`config.mk`:
```
export PLATFORM = sky130hd
export DESIGN_NAME = seg_disp_mux4
export DESIGN_NICKNAME = d
export VERILOG_FILES = /design/src/rtl/seg_disp_mux4.sv
export SDC_FILE = /design/constraint.sdc
export NUM_CORES = 1
export LEC_CHECK = 0
export ABC_AREA = 1
export CAP_MARGIN = 20
export CORE_MARGIN = 2
export CORE_UTILIZATION = 44
export CTS_CLUSTER_SIZE = 12
export DETAILED_ROUTE_END_ITERATION = 8
export GPL_ROUTABILITY_DRIVEN = 0
export PLACE_DENSITY = 0.8
export SLEW_MARGIN = 20
export SYNTH_ARGS = -nofsm -noshare
export SYNTH_HDL_FRONTEND = slang
export SYNTH_SLANG_ARGS = --single-unit
```
`constraint.sdc`:
```
create_clock -name clk -period 2.6 [get_ports clk]
set_clock_uncertainty 0.1 [all_clocks]
set_input_delay 0.26 -clock clk [delete_from_list [all_inputs] [get_ports clk]]
set_output_delay 0.26 -clock clk [all_outputs]
set_load 0.03 [all_outputs]
```
`src/rtl/seg_disp_mux4.sv`:
```
// +-----------------------------------------------------------------------------+
// | Module   : seg_disp_mux4                                                    |
// | Purpose  : Four-digit multiplexed seven-segment driver (common anode,      |
// |            active-low). Frame-synchronous input snapshot, live digit mask.  |
// |            Optional per-slot blanking: define SEG_DISP_MUX_DEADTIME_EN.     |
// | Revision : 1.0 - initial release                                            |
// +-----------------------------------------------------------------------------+
`default_nettype none

module seg_disp_mux4 #(
  parameter int REFRESH_M = 50_000,
  parameter int DEAD_M    = 500
) (
  input  logic       clk,
  input  logic       reset_n,
  input  logic [7:0] in3,
  input  logic [7:0] in2,
  input  logic [7:0] in1,
  input  logic [7:0] in0,
  input  logic [3:0] dig_en,
  output logic [3:0] an,
  output logic [7:0] sseg,
  output logic       frame_tick
);

  localparam int              c_CW   = $clog2(REFRESH_M);
  localparam logic [c_CW-1:0] c_TERM = c_CW'(REFRESH_M - 1);

  logic [c_CW-1:0] r_cnt;
  logic [1:0]      r_idx;
  logic [7:0]      r_sh [4];
  logic            r_first;
  logic [3:0]      r_an;
  logic [7:0]      r_sseg;
  logic            r_ft;

  logic w_term;
  logic w_frame;
  logic w_dead;
  logic w_blank;

  assign w_term  = (r_cnt == c_TERM);
  assign w_frame = w_term && (r_idx == 2'd3);

`ifdef SEG_DISP_MUX_DEADTIME_EN
  // Blank the head of every slot so the previous anode has fully turned off.
  assign w_dead = (r_cnt < c_CW'(DEAD_M));
`else
  assign w_dead = 1'b0 && (DEAD_M >= 0);
`endif

  assign w_blank = !dig_en[r_idx] || w_dead;

  always_ff @(posedge clk or negedge reset_n) begin
    if (!reset_n) begin
      r_cnt   <= '0;
      r_idx   <= 2'd0;
      r_first <= 1'b1;
      for (int i = 0; i < 4; i++) begin
        r_sh[i] <= 8'hFF;
      end
    end else begin
      r_cnt <= w_term ? '0 : r_cnt + 1'b1;
      if (w_term) begin
        r_idx <= r_idx + 2'd1;
      end
      // Inputs are only sampled at the frame boundary (or right after reset),
      // so a pattern change can never tear across digits of one frame.
      if (r_first || w_frame) begin
        r_sh[0] <= in0;
        r_sh[1] <= in1;
        r_sh[2] <= in2;
        r_sh[3] <= in3;
      end
      r_first <= 1'b0;
    end
  end

  always_ff @(posedge clk or negedge reset_n) begin
    if (!reset_n) begin
      r_an   <= 4'hF;
      r_sseg <= 8'hFF;
      r_ft   <= 1'b0;
    end else begin
      r_ft <= w_frame;
      if (w_blank) begin
        r_an   <= 4'hF;
        r_sseg <= 8'hFF;
      end else begin
        r_an   <= ~(4'b0001 << r_idx);
        r_sseg <= r_sh[r_idx];
      end
    end
  end

  assign an         = r_an;
  assign sseg       = r_sseg;
  assign frame_tick = r_ft;

endmodule

`default_nettype wire
```
Word-level counts from Yosys, hierarchy flattened
Cells that the tools add are included.
{ "totals": {"reg_bits": 64, "output_inout_bits": 13, "elab_cells": 29} }
{ "classes": {"addsub": 2, "order_cmp": 2, "n_eq_ne": 2, "shift": 1, "n_mux": 8, "n_bitwise": 2, "n_reduce_logical": 2} }
{ "ops": {"columns": ["cell", "n"], "rows": [
  ["8-bit two-way mux", 3],
  ["16-bit by 1-bit adder with 16-bit output (second input constant)", 1],
  ["8-bit binary-select mux with 2-bit select", 1],
  ["16-bit equality test (second input constant)", 1],
  ["16-bit two-way mux", 1],
  ["4-bit two-way mux", 1],
  ["4-bit inverter", 1],
  ["1-bit by 2-bit << shifter with 4-bit output (first input constant)", 1],
  ["3-bit greater-or-equal comparator (second input constant)", 1],
  ["2-bit by 3-bit less-than comparator with 1-bit output (second input constant)", 1],
  ["2-bit inverter with 3-bit output", 1],
  ["2-bit by 1-bit adder with 2-bit output (second input constant)", 1],
  ["1-bit binary-select mux with 2-bit select", 1],
  ["2-bit equality test (second input constant)", 1],
  ["1-bit logical AND", 1],
  ["1-bit logical OR", 1],
  ["1-bit two-way mux", 1]
]} }

Longest topological paths before layout
{ "depth": {"word_depth": 5, "ltp_mapped": 9, "ltp_nobuf": 8} }

Least setup slack after synthesis
Ideal clock, no wire load.
{ "synth_timing": {"path_kind": "register to register", "from": "register r_idx[0]", "to": "register r_idx[1]", "arrival_time_ns": 1.281, "required_time_ns": 2.373, "setup_slack_ns": 1.092, "path_stages_with_launch": 8, "n_path_buf": 3, "period_less_slack_ns": 1.508, "path_cell_list": "dfrtp_1 buf_2 inv_2 buf_4 buf_2 ha_1 nand2_1 o21ai_0"} }
{ "synth_via": {"elab_chain_cells": 1} }
{ "synth_rtl": {"columns": ["element", "line_no", "rtl"], "rows": [
  ["from (decl)", "30", "logic [1:0] r_idx;"],
  ["from (signal assigned)", "65", "r_idx <= r_idx + 2'd1;"],
  ["2-bit by 1-bit adder with 2-bit output", "65", null]
]} }
No other way between the ends.
A chain may end at the register's enable or synchronous reset.

Worst setup path after layout
{ "layout_timing": {"from": "register r_sseg[0] (netlist: sseg[0])", "to": "output port sseg[0]"} }
{ "layout_rtl": {"columns": ["element", "line_no", "rtl"], "rows": [
  ["from (decl)", "34", "logic [7:0] r_sseg;"],
  ["from (signal assigned)", "91", "r_sseg <= r_sh[r_idx];"],
  ["to (decl)", "22", "output logic [7:0] sseg,"]
]} }
No word-level cell between the ends.

==> qor.txt <==
Number of synthesized flops with an enable pin: 0
Syn Inst Count: 348
FFs w/ async S/R, synth: 100%
Drt drc: 0
Leakage: 1.72 nW
CTS Buf Count: 9
Clk slew on worst S/H paths: 0.07 ns
Congestion Overflow GR: 0
H-tree depth: 3
Worst path required time: 2.24 ns
# port buffers: 50
Worst skew pair latency: 0.35 ns
Fillers: 608
Critical Path AT: 1.54 ns
Seq cells post-synth: 64
Synthesized Nets: 391
Crit share post-route: 73.0%
Crit end category: output pin
Ports: 51
Final setup viols: 0
Inserted Diodes: 0
Post-synth design cell area: 3030 um2
# clock sinks: 64
Die Width: 86.9 um
Distinct cells, synth: 28
Maxcap violations: 0
Final Hold Vio Count: 0
Vias: 2495
TritonCTS clock tree: yes
F_max: 527 MHz
Largest delay share family, worst path: buffers and inverters
Top post-synthesis cells by area: dfstp_2, dfrtp_1, nand2_1
Detail Route Antenna Nets: 0
Nets: 442
Synthesis-to-layout area growth: 23.9%
First-pass GRT wire length: 11100 um
CP cell instances: clkdlybuf4s50_1
Cell Rows: 30
Max IR drop VDD: 0.348 mV
Slew headroom: 53.7%
Status: complete, no violations
Area share of the largest cell type after synthesis: 39.1%
Seq/Total Area, Yosys: 54.8%
WHS: 0.308 ns
RSZ-0062 raised after global routing: false
Initial antenna violation count: 0
Yosys warns: 0
Commonest cells in the netlist: nand2_1, nor2_1, dfstp_2, nand3_1, o21ai_0
Worst-margin pin slew: 0.694 ns
Overall Global Routing Usage: 19.0%
Crit path kind: reg2out
Max FO, Critical Path: 1
Yosys top cell by area: dfstp_2
Setup Buffers After CTS: 0
DIE AREA: 7560 um2
Routed wire length: 6730 um
Vias in the first global route: 2484
Power, Total: 0.00209 W
Fin. max-slew vios: 0
HP Class: in2reg
Wirelength per Cell: 13.9 um
Slowest cell on the critical path: clkdlybuf4s50_1
Most used flip-flop cell after synthesis: dfstp_2
CP Launch Type: register
Initial Utilization: 45.0%
Tmin final: 1.90 ns
DR vias/cell: 5.15
Most common cell in the netlist: nand2_1
Largest net degree at the start of global routing: 36
Maximum clock path buffer count: 2
Crit path largest cell delay: 0.66 ns
Layout cell share with drive strength beyond 1: 20.5%
Core Footprint: 6720 um2
Root Buffer Master: clkbuf_8
DRT Pass-1 Iters: 4
Hpwl dp: 4640 um
PD cells: 557 nW/um2
Syn Area/Cell: 8.69 um2
Final setup TNS: 0 ns
Worst path bufs/invs: 1
Initial detailed-routing violation count: 106
Overall die height: 86.9 um
==> cells in the final DEF (no fill, tap or decap) <==
master / netlist / layout
a21oi_1: 5 / 5
buf_12: 0 / 1
buf_2: 5 / 1
buf_4: 2 / 4
clkbuf_8: 0 / 9
clkdlybuf4s50_1: 0 / 49
clkinv_2: 0 / 2
clkinv_4: 0 / 1
clkinvlp_4: 0 / 4
conb_1: 1 / 1
dfrtp_1: 19 / 19
dfstp_2: 45 / 45
dlygate4sd3_1: 0 / 1
ha_1: 5 / 5
inv_1: 18 / 18
inv_2: 2 / 2
nand2_1: 88 / 88
nand2_2: 10 / 10
nand2_4: 1 / 1
nand3_1: 39 / 39
nand3_4: 1 / 1
nand4_1: 1 / 1
nor2_1: 56 / 56
nor2_2: 1 / 1
nor2_4: 1 / 1
nor3b_1: 1 / 1
o211ai_1: 8 / 8
o21ai_0: 21 / 21
o21bai_1: 2 / 2
o22ai_1: 1 / 1
xor2_1: 6 / 6
==> routing by layer <==
| layer | up-vias | wire (um) | GRT usage (%) |
|---|---|---|---|
| li1 | 1206 | - | - |
| met1 | 1203 | 2870 | 22.9 |
| met2 | 71 | 3390 | 32.1 |
| met3 | 15 | 353 | 6.45 |
| met4 | 0 | 115 | 5.68 |
| met5 | - | 0 | 0 |
==> metrics by stage <==
step / setup WS, ns / util (%) / cells / instance area (um2)
after floorplan: 1.09 / - / 348 / 3030
after global placement: 0.904 / 53.1 / 467 / 3570
after detailed placement: 0.812 / 53.1 / 467 / 3570
after CTS: 0.680 / 55.8 / 484 / 3750
after global routing: 0.659 / 55.8 / 484 / 3750
final: 0.703 / 55.8 / 484 / 3750
==> final cells by class <==
cell class / count / area [um2] / share of cell area, %
sequential: 64 / 1660 / 44.2
clock inverter: 7 / 48.8 / 1.30
timing repair buffer: 56 / 556 / 14.8
multi-input combinational: 248 / 1190 / 31.7
clock buffer: 9 / 124 / 3.30
inverter: 20 / 75.1 / 2.00
tap: 80 / 100 / 2.67
==> report_power, final <==
group / total, W / switching [W] / internal (W) / leakage [nW]
Clock: 0.000743 / 0.000401 / 0.000342 / 0.0772
Combinational: 0.000223 / 0.000116 / 0.000107 / 0.921
Sequential: 0.00112 / 0.0000293 / 0.00109 / 0.724
Total: 0.00209 / 0.000547 / 0.00154 / 1.72
==> state kept, by name, indices dropped and copies added (netlist names) <==
signal,flops
an,4
r_sh,32
r_cnt,16
frame_tick,1
sseg,8
r_idx,2
r_first,1
==> final timing paths <==
check | depth (start not counted) | from | slack (ns) | endpoint
min in group asynchronous | 2 | reset_n | 0.40 | r_cnt[11]$_DFF_PN0_
max in group asynchronous | 3 | reset_n | 1.31 | r_sh[8]$_DFFE_PN1P_
worst min-delay path | 3 | in3[2] | 0.31 | r_sh[2]$_DFFE_PN1P_
worst min register to register | 1 | r_cnt[0]$_DFF_PN0_ | 0.38 | r_cnt[0]$_DFF_PN0_
worst max-delay path | 1 | sseg[0]$_DFF_PN1_ | 0.70 | sseg[0]
worst max register to register | 5 | r_idx[1]$_DFFE_PN0N_ | 0.78 | r_sh[21]$_DFFE_PN1P_
==> what timing repair did <==
item / CTS / global route
gates resized for setup: 0 / 0
endpoints found under the hold margin: 11 / 0
hold buffers: 1 / 0
==> logic make-up (layout without fill, tap and decap cells) <==
group	after synthesis	after routing	synth area share (%)
buf+inv	36	92	5.91
simple gates	199	199	28.4
flops	64	64	54.8
other cells	1	1	0.124
fa+ha+maj	5	5	2.07
xor+xnor	6	6	1.74
compound gates	37	37	6.99
Power figures use the tool's default switching activity.
